**src/rtl/l2_arb_ctrl.sv**
```systemverilog
// ---------------------------------------------------------------------------
// l2_arb_ctrl
//
// Arbitrates two cache back-ends (master 0 = icache, master 1 = dcache) onto
// a single L2 request port with one outstanding transaction, and sequences
// L2 invalidates so they never overlap an L2 request.
//
// Configuration macro:
//   L2_ARB_RR_EN  defined   -> round-robin between masters (pointer to the
//                              last-granted master, 1 after reset)
//                 undefined -> fixed priority, master 1 wins
//
// Ports:
//   clk_i, arst_n_i          clock (rising edge), async active-low reset
//   cke_i                    clock enable; low freezes all state
//   mN_valid_i/addr_i/
//   wdata_i/wstrb_i          master N request (wstrb 0 = read), held to ack
//   mN_ack_o, mN_rdata_o     master N completion, rdata valid with ack
//   s_valid_o/addr_o/
//   wdata_o/wstrb_o          L2 request, granted master's fields
//   s_ack_i, s_rdata_i       L2 completion pulse and read data
//   inv_req_i                invalidate request pulse from dcache
//   l2_inv_o                 single-cycle L2 invalidate
//   busy_o                   transaction/invalidate in progress or pending
// ---------------------------------------------------------------------------
module l2_arb_ctrl #(
  parameter int ADDR_W = 24,
  parameter int DATA_W = 32
) (
  input  logic                clk_i,
  input  logic                arst_n_i,
  input  logic                cke_i,
  input  logic                m0_valid_i,
  input  logic [ADDR_W-1:0]   m0_addr_i,
  input  logic [DATA_W-1:0]   m0_wdata_i,
  input  logic [DATA_W/8-1:0] m0_wstrb_i,
  output logic                m0_ack_o,
  output logic [DATA_W-1:0]   m0_rdata_o,
  input  logic                m1_valid_i,
  input  logic [ADDR_W-1:0]   m1_addr_i,
  input  logic [DATA_W-1:0]   m1_wdata_i,
  input  logic [DATA_W/8-1:0] m1_wstrb_i,
  output logic                m1_ack_o,
  output logic [DATA_W-1:0]   m1_rdata_o,
  output logic                s_valid_o,
  output logic [ADDR_W-1:0]   s_addr_o,
  output logic [DATA_W-1:0]   s_wdata_o,
  output logic [DATA_W/8-1:0] s_wstrb_o,
  input  logic                s_ack_i,
  input  logic [DATA_W-1:0]   s_rdata_i,
  input  logic                inv_req_i,
  output logic                l2_inv_o,
  output logic                busy_o
);

  localparam int STRB_W = DATA_W / 8;

  typedef enum logic [1:0] {
    ST_IDLE = 2'd0,
    ST_BUSY = 2'd1,
    ST_INV  = 2'd2
  } state_t;

  state_t state_reg, state_next;
  logic   grant_reg, grant_next;
  logic   pend_reg, pend_next;
  logic   pick;

  // Masters gathered into arrays so the granted one is a simple index.
  logic [1:0]        m_valid;
  logic [ADDR_W-1:0] m_addr  [2];
  logic [DATA_W-1:0] m_wdata [2];
  logic [STRB_W-1:0] m_wstrb [2];
  logic [1:0]        m_ack;
  logic [DATA_W-1:0] m_rdata [2];

  assign m_valid    = {m1_valid_i, m0_valid_i};
  assign m_addr[0]  = m0_addr_i;
  assign m_addr[1]  = m1_addr_i;
  assign m_wdata[0] = m0_wdata_i;
  assign m_wdata[1] = m1_wdata_i;
  assign m_wstrb[0] = m0_wstrb_i;
  assign m_wstrb[1] = m1_wstrb_i;

  // Completion routing: only the granted master ever sees ack or rdata.
  // The ack is qualified by cke_i so a frozen cycle never completes a
  // transaction that the state register has not retired.
  genvar gi;
  generate
    for (gi = 0; gi < 2; gi++) begin : g_ret
      assign m_ack[gi]   = (state_reg == ST_BUSY) && cke_i && s_ack_i &&
                           (grant_reg == 1'(gi));
      assign m_rdata[gi] = m_ack[gi] ? s_rdata_i : '0;
    end
  endgenerate

  assign m0_ack_o   = m_ack[0];
  assign m1_ack_o   = m_ack[1];
  assign m0_rdata_o = m_rdata[0];
  assign m1_rdata_o = m_rdata[1];

  // Grant decision for the IDLE cycle. A single requester always wins, so
  // both schemes reduce to m_valid[1] unless both masters are requesting.
`ifdef L2_ARB_RR_EN
  logic last_reg, last_next;

  always_comb begin
    pick = m_valid[1];
    if (&m_valid) begin
      pick = ~last_reg;
    end
  end

  always_comb begin
    last_next = last_reg;
    if (cke_i && (state_reg == ST_IDLE) && !pend_reg && (|m_valid)) begin
      last_next = pick;
    end
  end

  always_ff @(posedge clk_i or negedge arst_n_i) begin
    if (!arst_n_i) begin
      last_reg <= 1'b1;
    end else begin
      last_reg <= last_next;
    end
  end
`else
  assign pick = m_valid[1];
`endif

  always_comb begin
    state_next = state_reg;
    grant_next = grant_reg;
    pend_next  = pend_reg;
    if (cke_i) begin
      case (state_reg)
        ST_IDLE: begin
          // A pending invalidate is served before any new request.
          if (pend_reg) begin
            state_next = ST_INV;
          end else if (|m_valid) begin
            state_next = ST_BUSY;
            grant_next = pick;
          end
        end
        ST_BUSY: begin
          if (s_ack_i) begin
            state_next = ST_IDLE;
          end
        end
        ST_INV: begin
          state_next = ST_IDLE;
          pend_next  = 1'b0;
        end
        default: state_next = ST_IDLE;
      endcase
      // A new invalidate request beats the clear issued in INV.
      if (inv_req_i) begin
        pend_next = 1'b1;
      end
    end
  end

  always_ff @(posedge clk_i or negedge arst_n_i) begin
    if (!arst_n_i) begin
      state_reg <= ST_IDLE;
      grant_reg <= 1'b0;
      pend_reg  <= 1'b0;
    end else begin
      state_reg <= state_next;
      grant_reg <= grant_next;
      pend_reg  <= pend_next;
    end
  end

  assign s_valid_o = (state_reg == ST_BUSY) && m_valid[grant_reg];
  assign s_addr_o  = (state_reg == ST_BUSY) ? m_addr[grant_reg]  : '0;
  assign s_wdata_o = (state_reg == ST_BUSY) ? m_wdata[grant_reg] : '0;
  assign s_wstrb_o = (state_reg == ST_BUSY) ? m_wstrb[grant_reg] : '0;
  assign l2_inv_o  = (state_reg == ST_INV);
  assign busy_o    = (state_reg != ST_IDLE) || pend_reg;

endmodule

```
**config.mk**
```make
export PLATFORM = sky130hd
export DESIGN_NAME = l2_arb_ctrl
export DESIGN_NICKNAME = d
export VERILOG_FILES = /design/src/rtl/l2_arb_ctrl.sv
export SDC_FILE = /design/constraint.sdc
export NUM_CORES = 1
export LEC_CHECK = 0
export BUFFER_PORTS_ARGS = -buffer_cell sky130_fd_sc_hd__buf_2
export CAP_MARGIN = 20
export CORE_AREA = 2 2 110 112
export CTS_CLUSTER_SIZE = 30
export DETAILED_ROUTE_END_ITERATION = 8
export DIE_AREA = 0 0 112 114
export SLEW_MARGIN = 10
export SYNTH_ARGS = -nofsm -noshare
export SYNTH_HDL_FRONTEND = slang
export SYNTH_SLANG_ARGS = --single-unit
```
**constraint.sdc**
```tcl
create_clock -name clk_i -period 1.5 [get_ports clk_i]
set_input_delay 0.15 -clock clk_i [delete_from_list [all_inputs] [get_ports clk_i]]
set_output_delay 0.15 -clock clk_i [all_outputs]
set_load 0.05 [all_outputs]
```
* Word level (Yosys, flattened, before mapping)
Cells that the tools add are included.
** Word-level totals
- Register bits :: 4
** Cells by class
- $lt $le $gt $ge :: 2
- Eq/ne operators :: 4
- Muxes and demuxes :: 22
- Bitwise logic cells :: 3
- Reductions and logical operators :: 13
** Operators with widths (number)
- two-way mux 32 bit :: 6
- two-way mux 24 bit :: 4
- two-way mux 4 bit :: 4
- two-way mux 2 bit :: 3
- logical AND 1 bit :: 5
- two-way mux 1 bit :: 4
- case mux 2 bit (2 select lines) :: 1
- AND reduction 4 bit :: 1
- nonzero test 2 bit :: 2
- inequality test 3 bit (second input constant) :: 1
- AND reduction 3 bit :: 1
- equality test 2 x 1 -> 1 bit (second input constant) :: 1
- equality test 2 bit (second input constant) :: 1
- greater-or-equal comparator 2 bit (second input constant) :: 1
- zero test 2 bit :: 1
- < comparator 1 x 2 -> 1 bit (second input constant) :: 1
- inequality test 2 bit (second input constant) :: 1
- inverter 1 bit :: 2
- inverter 1 -> 2 bit :: 1
- AND reduction 2 bit :: 1
- OR reduction 2 bit :: 1
- logical OR 1 bit :: 1

* Depth between registers and ports, before layout
Gate-level depths: netlist of run 1.
- Depth after elaboration :: 5
- Depth in mapped cells :: 5
- Mapped depth without buffers :: 3

* Least setup slack after synthesis of run 1
No wires, ideal clock.
- Path kind :: register to output
- From :: register state_reg[1]
- To :: output m1_rdata_o[22]
- Data arrival time :: 1.615 ns
- Required time :: 1.350 ns
- Path slack :: -0.265 ns
- Stages on the path, launching flop included :: 6
- Cell sequence :: dfrtp_1 > nand2b_1 > buf_6 > nor3_4 > buf_6 > and2_1
** On the way
- Cells in the longest elaborated chain, start to end :: 5
** RTL lines
- from (decl) :: line 64 : state_t state_reg, state_next;
- from (signal assigned) :: line 171 : state_reg <= state_next;
- equality test 2 x 1 -> 1 bit :: line 91 : assign m_ack[gi] = (state_reg == ST_BUSY) && cke_i && s_ack_i &&
- logical AND 1 bit (3 in a row) :: line 91
- net m1_ack_o :: line 43 : output logic m1_ack_o,
- two-way mux 32 bit :: line 93 : assign m_rdata[gi] = m_ack[gi] ? s_rdata_i : '0;
- to (decl) :: line 44 : output logic [DATA_W-1:0] m1_rdata_o,
The timed path passes the listed nets, and every way through them passes these cells.

* Final worst setup path of run 1
- From :: register grant_reg
- To :: output s_addr_o[7]
** On the way
- Cells in the longest elaborated chain, start to end :: 5
** RTL lines
- from (decl) :: line 65 : logic grant_reg, grant_next;
- from (signal assigned) :: line 172 : grant_reg <= grant_next;
- inverter 1 -> 2 bit (implied by the code) :: line 178 : assign s_addr_o = (state_reg == ST_BUSY) ? m_addr[grant_reg] : '0;
- two-way mux 24 bit (implied by the code) (3 in a row) :: line 178
- two-way mux 24 bit :: line 178
- to (decl) :: line 46 : output logic [ADDR_W-1:0] s_addr_o,
Every way passes these cells. The select of a mux whose other input is x is not followed.

==> flow_metrics.py, run 1 <==
metrics = {
    "outcome": {
        "status": "finished with violations",
        "violations": "setup timing",
    },
    "clock_tree": {
        "clk_path_buf_depth": 2,
        "clkTransAtPathRegs_ns": 0.03,
        "cts.sinks": 4,
        "cts-root-buf": "clkbuf_16",
        "clk-insertion-delay-late_ns": 0.22,
        "cts_buffers": 3,
        "cts_tree": "done",
        "htreeDepth": 1,
    },
    "timing": {
        "maxSlewViolCount": 0,
        "max_freq_mhz": 583,
        "worstMarginPinSlew_ns": 0.304,
        "skew_ns": 0.00395,
        "setup_slack_ns": -0.214,
        "tns_ns": -19.46,
        "setup_viol": 126,
        "finalHoldViolCount": 0,
        "finalCritPeriodShare_pct": 114,
        "rsz0062_at_grt": "true",
        "min_period_ns": 1.71,
        "slew_headroom_pct": 79.2,
    },
    "grt": {
        "grt_pass1_wl_microns": 12600,
        "grt_antenna_before_repair": 0,
        "grt_pass1_vias": 2546,
        "grt_start_max_net_pins": 33,
        "grt_overflow": 0,
        "grtUsageTotal_pct": 12.1,
    },
    "synthesis": {
        "syn_nets": 388,
        "yosysWarnings": 0,
        "yosysTopAreaCellShare_pct": 38.1,
        "synth.avg_cell_area_sq_um": 7.00,
        "synth_top_area_cell": "mux2i_1",
        "synth_cell_types": 19,
        "yosys-top-cells-area": "mux2i_1, and2_1, nor2_1, dfrtp_1, buf_6",
        "synth_area_sq_mm": 0.00160,
        "yosysSeqAreaShare_pct": 6.24,
        "ys_ff_latch": 4,
        "syn_inst": 229,
    },
    "finish": {
        "stdcell_count": 673,
        "largest_reg_flops": 2,
        "post-route-util_pct": 42.5,
        "nNetsFinal": 686,
        "drive_gt1_share_pct": 88.4,
        "final_cell_mix": "buf_2, buf_6, nor2_2",
        "layout_commonest_cell": "buf_2",
        "area_growth_pct": 210,
        "n_antenna_cell": 0,
    },
    "worst_setup_path": {
        "start_kind": "flop",
        "critPathTopFamily": "flip-flops",
        "cp_num_buf_inv": 3,
        "critical_path_class": "reg -> out",
        "cp_max_fo": 7,
        "cp_slowest_cell": "dfrtp_4",
        "r2r_setup_slack_ns": 0.20,
        "cpPeakStageDelay_ns": 0.52,
        "path_cells": "buf_4 > clkbuf_16 > mux2i_4 > nor2_2 > buf_6",
        "critPathArrivalTime_ns": 1.56,
        "cp-end-kind": "primary output",
        "required_ns": 1.35,
    },
    "power_and_ir_drop": {
        "finalPower_uw": 6840,
        "p_per_area_mw_per_mm2": 1370,
        "p_leak_uw": 0.00254,
        "peakVddDrop_uv": 749,
    },
    "placed_design": {
        "dp_hpwl_microns": 6400,
        "place.gp.congestion": 0.749,
        "dp.cells": 656,
        "pre_cts_ws_ns": -0.0267,
        "io_buffers": 287,
    },
    "routing": {
        "wl_per_cell_microns": 14.0,
        "drt-total-wl_microns": 9430,
        "drc": 0,
        "vias_per_cell": 4.15,
        "drt-initial-drc-count": 71,
        "drtPass1Iterations": 3,
        "postRouteAntennaNets": 0,
        "vias": 2790,
    },
    "flow_run": {
        "maxCapViolations": 0,
    },
    "floorplan": {
        "pin_count": 288,
        "die_w_microns": 112,
        "start_util_pct": 13.7,
        "rows": 40,
        "die_y_microns": 114,
        "coreArea_sq_mm": 0.0117,
        "die_area_sq_mm": 0.0128,
    },
    "min_path": {
        "min-delay-path-class": "in -> reg",
    },
}
## report_power, final
part           total (uW)  internal [uW]  leakage (uW)  switching (uW)
Clock                 425            351     0.0000382            73.9
Sequential            248            170     0.0000468            77.4
Combinational        6160           2580       0.00245            3590
Total                6840           3100       0.00254            3740
## cells in the mapped netlist (all sizes together)
| master | instances |
|---|---|
| and2 | 64 |
| or3 | 1 |
| nor3 | 2 |
| nor2b | 1 |
| clkbuf | 6 |
| nor2 | 61 |
| o31ai | 1 |
| a21o | 1 |
| nor4b | 1 |
| nand2b | 2 |
| a21oi | 1 |
| inv | 1 |
| buf | 14 |
| mux2i | 61 |
| a22o | 1 |
| dfrtp | 4 |
| o21ai | 2 |
| nand2 | 5 |
## worst paths after layout
kind,start,to,depth (start not counted)
max in group asynchronous,arst_n_i,grant_reg,2
max,grant_reg,s_addr_o[7],5
max reg2reg,state_reg[0],grant_reg,5
min,inv_req_i,pend_reg,2
min in group asynchronous,arst_n_i,grant_reg,2
min reg2reg,pend_reg,pend_reg,1
## timing repair
item	in CTS	in global routing
resized for setup	263	93
setup buffers	4	4
hold endpoints to repair	4	0
pin swaps	2	15
endpoints found under the setup margin	128	129
hold buffers	1	0
cloned	2	4
## through the flow
| stage | hold slack [ns] | instance area [sq um] |
|---|---|---|
| after floorplan | -0.146 | 1890 |
| after global placement | -0.0337 | 3540 |
| after detailed placement | -0.0349 | 3540 |
| after CTS | 0.184 | 4530 |
| after global routing | 0.201 | 4970 |
| final | 0.187 | 4970 |
## metal layers
layer	vias to the layer above	routed length (microns)	GRT usage, %
met5	-	0	0
met2	178	5380	24.6
li1	1343	-	-
met3	8	844	3.08
met1	1261	3100	12.3
met4	0	106	2.52
## cell families after synthesis
group	count (synthesis)	synth area share, %
multiplexers	61	38.1
AO/OA/AOI/OAI	6	2.42
AND/OR/NAND/NOR	137	44.5
buffers and inverters	21	8.74
flip-flops	4	6.24
## area by class of cell
cell class	count	area, sq um
clock buffers	4	78.8
fillers	1125	6740
inverters	1	6.26
multi-input cells	204	1840
flip-flops and latches	4	104
well taps	147	184
repair buffers	313	2760
## worst register-to-register path: stages (launching register included)
cell and delay [ns]:
dfrtp_1 0.40, buf_6 0.14, nor4b_2 0.28, buf_4 0.16, a21oi_1 0.06, a21o_1 0.15
Power figures use the tool's default switching activity.
==> run 2: changes to the inputs <==
MAX_ROUTING_LAYER = met4   (was unset)
==> flow_metrics.py, run 2 (same netlist as run 1, synthesis figures left out) <==
metrics = {
    "outcome": {
        "status": "finished with violations",
        "violations": "setup timing",
    },
    "routing": {
        "wl_met2_microns": 5350,
        "drt-total-wl_microns": 9440,
        "drc": 0,
        "postRouteAntennaNets": 0,
        "vias_per_cell": 4.16,
        "drt-initial-drc-count": 75,
        "top_layer": "met4",
        "vias": 2799,
        "wl_met3_microns": 768,
        "drtPass1Iterations": 4,
        "wl_per_cell_microns": 14.0,
        "wl_met1_microns": 3190,
    },
    "grt": {
        "grt_pass1_vias": 2543,
        "grt_antenna_before_repair": 0,
        "grt_start_max_net_pins": 33,
        "grt_overflow": 0,
        "grtUsageTotal_pct": 12.4,
        "grt_pass1_wl_microns": 12600,
    },
    "worst_setup_path": {
        "r2r_setup_slack_ns": 0.20,
        "r2r-start": "state_reg[0]",
        "critical_path_class": "reg -> out",
        "start_kind": "flop",
        "ff2ff_path_depth": 5,
        "required_ns": 1.35,
        "critPathCapture": "s_addr_o[7]",
        "cp-end-kind": "primary output",
        "crit_start": "grant_reg",
        "critPathArrivalTime_ns": 1.56,
        "reg2reg_to": "grant_reg",
        "cp_max_fo": 7,
    },
    "timing": {
        "worstMarginPinSlew_ns": 0.304,
        "skew_ns": 0.00418,
        "min_period_ns": 1.71,
        "rsz0062_at_grt": "true",
        "holdWs_ns": 0.188,
        "max_freq_mhz": 584,
        "maxSlewViolCount": 0,
        "setup_viol": 126,
        "setup_slack_ns": -0.214,
        "tns_ns": -19.38,
        "slew_headroom_pct": 79.2,
        "finalHoldViolCount": 0,
        "finalCritPeriodShare_pct": 114,
    },
    "clock_tree": {
        "cts_tree": "done",
        "cts.sinks": 4,
        "clk-insertion-delay-late_ns": 0.22,
        "clkTransAtPathRegs_ns": 0.03,
        "clk_path_buf_depth": 2,
        "cts_buffers": 3,
        "cts-root-buf": "clkbuf_16",
        "htreeDepth": 1,
    },
    "placed_design": {
        "dp_hpwl_microns": 6400,
        "place.gp.congestion": 0.759,
        "io_buffers": 287,
    },
    "power_and_ir_drop": {
        "peakVddDrop_uv": 750,
        "p_per_area_mw_per_mm2": 1370,
        "p_leak_uw": 0.00254,
    },
    "floorplan": {
        "die_w_microns": 112,
        "coreArea_sq_mm": 0.0117,
        "start_util_pct": 13.7,
        "pin_count": 288,
        "die_area_sq_mm": 0.0128,
        "die_y_microns": 114,
        "rows": 40,
    },
    "finish": {
        "area_growth_pct": 210,
        "n_antenna_cell": 0,
        "largest_reg_flops": 2,
        "final_cell_mix": "buf_2, buf_6, nor2_2",
        "n_fill_cell": 1125,
        "layout_commonest_cell": "buf_2",
        "nNetsFinal": 686,
        "drive_gt1_share_pct": 88.4,
    },
    "flow_run": {
        "maxCapViolations": 0,
    },
    "min_path": {
        "hold_start": "inv_req_i",
        "min-delay-path-class": "in -> reg",
    },
}
run 2: cell counts in the layout (fill, tap and decap cells not counted):
No cell type changed its count.
run 2: how the worst min path moves through the flow:
| stage | to | slack (ns) | cells after the start |
|---|---|---|---|
| final | pend_reg | 0.19 | 2 |
| after global routing | pend_reg | 0.20 | 2 |
| after CTS | pend_reg | 0.18 | 2 |
| after detailed placement | grant_reg | -0.03 | 1 |
| after global placement | pend_reg | -0.03 | 1 |
| after floorplan | grant_reg | -0.15 | 0 |
run 2: repair_timing:
item | in CTS | in global routing
pin swaps | 2 | 15
endpoints found under the hold margin | 4 | 0
gates resized for setup | 263 | 93
gates cloned | 2 | 4
hold buffers | 1 | 0
buffers inserted | 4 | 4
setup endpoints to repair | 128 | 129
run 2: power breakdown:
part | internal [uW] | switching (uW)
Sequential | 170 | 77.2
Combinational | 2580 | 3580
Clock | 351 | 74.6
run 2: layout make-up:
| class | count | area (sq um) | share of cell area (%) |
|---|---|---|---|
| Inverter | 1 | 6.26 | 0.126 |
| Tap cell | 147 | 184 | 3.70 |
| Multi-Input combinational cell | 204 | 1840 | 37.0 |
| Timing Repair Buffer | 313 | 2760 | 55.5 |
| Clock buffer | 4 | 78.8 | 1.58 |
| Sequential cell | 4 | 104 | 2.09 |
run 2: layer usage:
metal | global-route usage (%) | vias up
met5 | - | -
met4 | 2.52 | 0
met3 | 2.60 | 10
met2 | 24.5 | 176
met1 | 12.7 | 1269
li1 | - | 1344
run 2: critical path, stage by stage (launching register included):
cell	delay [ns]
dfrtp_4	0.52
buf_4	0.18
clkbuf_16	0.17
mux2i_4	0.19
nor2_2	0.11
buf_6	0.17
run 2: metrics by stage:
step / utilization [%] / setup slack (ns) / power, uW / instance area, sq um / cells
finish: 42.5 / -0.214 / 6840 / 4970 / 673
detailed placement: 30.2 / -0.0267 / 4950 / 3540 / 656
global placement: 30.2 / -0.0158 / 4950 / 3540 / 656
CTS: 38.7 / -0.211 / 6080 / 4530 / 666
global route: 42.5 / -0.260 / 7150 / 4970 / 673
floorplan: - / -0.0955 / 3870 / 1890 / 229
==> run 3: changes to the inputs <==
--- a/config.mk
+++ b/config.mk
@@ -7,9 +7,9 @@
 export LEC_CHECK = 0
 export BUFFER_PORTS_ARGS = -buffer_cell sky130_fd_sc_hd__buf_2
-export CAP_MARGIN = 20
-export CORE_AREA = 2 2 110 112
+export CAP_MARGIN = 10
+export CORE_AREA = 2 2 113 115
 export CTS_CLUSTER_SIZE = 30
 export DETAILED_ROUTE_END_ITERATION = 8
-export DIE_AREA = 0 0 112 114
+export DIE_AREA = 0 0 115 117
 export MAX_ROUTING_LAYER = met4
 export SLEW_MARGIN = 10
==> constraint.sdc (replaced) <==
create_clock -name clk_i -period 2.2 [get_ports clk_i]
set_input_delay 0.11 -clock clk_i [delete_from_list [all_inputs] [get_ports clk_i]]
set_output_delay 0.11 -clock clk_i [all_outputs]
set_load 0.05 [all_outputs]
==> flow_metrics.py, run 3 (same netlist as run 1, synthesis figures left out) <==
metrics = {
    "routing": {
        "vias_per_cell": 3.80,
        "drt-total-wl_microns": 7170,
        "drt-initial-drc-count": 37,
        "postRouteAntennaNets": 0,
        "drtPass1Iterations": 4,
        "drc": 0,
        "wl_per_cell_microns": 10.9,
        "vias": 2496,
    },
    "worst_setup_path": {
        "path_cells": "nand2b_2 > nor3_4 > buf_12 > and2_1 > buf_2",
        "cp_max_fo": 23,
        "r2r_setup_slack_ns": 0.87,
        "ff2ff_path_depth": 3,
        "critPathArrivalTime_ns": 1.88,
        "reg2reg_to": "grant_reg",
        "start_kind": "flop",
        "r2r-start": "state_reg[0]",
        "required_ns": 2.09,
        "cpPeakStageDelay_ns": 0.41,
        "cp_slowest_cell": "dfrtp_1",
        "cp-end-kind": "primary output",
        "critical_path_class": "reg -> out",
    },
    "finish": {
        "final_cell_mix": "buf_2, and2_1, mux2i_1, nor2_1, nand2_1",
        "layout_commonest_cell": "buf_2",
        "nNetsFinal": 667,
        "drive_gt1_share_pct": 59.2,
        "area_growth_pct": 103,
        "largest_reg_flops": 2,
        "n_fill_cell": 1393,
        "n_antenna_cell": 0,
        "post-route-util_pct": 26.5,
    },
    "clock_tree": {
        "cts.sinks": 4,
        "clkTransAtPathRegs_ns": 0.03,
        "cts_setup_buffers": 0,
        "cts-root-buf": "clkbuf_16",
        "cts_tree": "done",
        "cts_buffers": 3,
        "clk-insertion-delay-late_ns": 0.23,
        "cts_resized": 0,
        "clk_path_buf_depth": 2,
        "cts_hold_buf": 1,
        "htreeDepth": 1,
    },
    "timing": {
        "holdWs_ns": 0.134,
        "min_period_ns": 1.99,
        "setup_slack_ns": 0.208,
        "maxSlewViolCount": 0,
        "skew_ns": 0.00243,
        "finalHoldViolCount": 0,
        "finalCritPeriodShare_pct": 90.6,
        "max_freq_mhz": 502,
        "setup_viol": 0,
        "slew_headroom_pct": 67.7,
        "rsz0062_at_grt": "false",
        "tns_ns": 0,
        "worstMarginPinSlew_ns": 0.478,
    },
    "grt": {
        "grt_antenna_before_repair": 0,
        "grtUsageTotal_pct": 9.17,
        "grt_pass1_vias": 1995,
        "grt_start_max_net_pins": 62,
        "grt_pass1_wl_microns": 9510,
        "grt_overflow": 0,
    },
    "floorplan": {
        "rows": 41,
        "coreArea_sq_mm": 0.0123,
        "start_util_pct": 13.0,
        "die_y_microns": 117,
        "pin_count": 288,
        "die_area_sq_mm": 0.0135,
        "die_w_microns": 115,
    },
    "min_path": {
        "min_path_cells": 2,
        "hold_start": "inv_req_i",
        "min_to": "pend_reg",
        "min-delay-path-class": "in -> reg",
    },
    "placed_design": {
        "pre_cts_ws_ns": 0.413,
        "place.gp.congestion": 0.712,
        "io_buffers": 287,
        "dp_hpwl_microns": 6180,
    },
    "power_and_ir_drop": {
        "peakVddDrop_uv": 499,
        "p_per_area_mw_per_mm2": 1010,
        "p_leak_uw": 0.00221,
    },
    "flow_run": {
        "maxCapViolations": 0,
    },
    "outcome": {
        "status": "finished clean",
    },
}
-- run 3: cell types whose count changed in the layout (fill, tap and decap cells not counted), moves of 12 or more --
cell / before / now
nor2_2: 53 / 0
and2_1: 0 / 64
and2_4: 52 / 0
buf_6: 68 / 0
buf_2: 165 / 287
and2_2: 12 / 0
nor2_1: 0 / 61
mux2i_1: 44 / 61
buf_8: 51 / 0
-- run 3: stage by stage --
| step | total power [uW] | cells | instance area [sq um] |
|---|---|---|---|
| CTS | 3320 | 657 | 3260 |
| detailed placement | 3010 | 652 | 3170 |
| floorplan | 2390 | 229 | 1600 |
| finish | 3280 | 657 | 3260 |
| global route | 3490 | 657 | 3260 |
| global placement | 3010 | 652 | 3170 |
-- run 3: worst max-delay path: cells and delay by family (launching register included) --
| family | cells | cell delay (ns) |
|---|---|---|
| buffers and inverters | 2 | 0.45 |
| flip-flops | 1 | 0.41 |
| AND/OR/NAND/NOR | 3 | 0.78 |
-- run 3: power by group --
group | internal [uW] | total, uW | switching, uW
sequential | 116 | 167 | 50.5
combinational | 833 | 2820 | 1980
clock | 240 | 298 | 57.7
-- run 3: how the worst max path moves through the flow --
stage | startpoint | to | cells past startpoint
floorplan | state_reg[1] | m1_rdata_o[22] | 5
global placement | state_reg[1] | m1_rdata_o[3] | 5
detailed placement | state_reg[1] | m1_rdata_o[10] | 5
CTS | state_reg[1] | m1_rdata_o[10] | 5
global route | state_reg[1] | m1_rdata_o[16] | 5
finish | state_reg[1] | m1_rdata_o[10] | 5
-- run 3: cell type report --
type / count / area [sq um] / area share (%)
flip-flops and latches: 4 / 104 / 3.19
well taps: 150 / 188 / 5.76
repair buffers: 294 / 1520 / 46.6
inverters: 1 / 3.75 / 0.115
multi-input cells: 204 / 1370 / 42.0
clock buffers: 4 / 78.8 / 2.42
-- run 3: metal layers --
layer  global-route usage [%]  vias to the layer above  wire (microns)
met5                        -                        -               0
met4                     1.69                        0              39
met3                     1.80                        5             683
met2                     16.6                      163            3610
met1                     10.6                     1030            2840
li1                         -                     1298               -
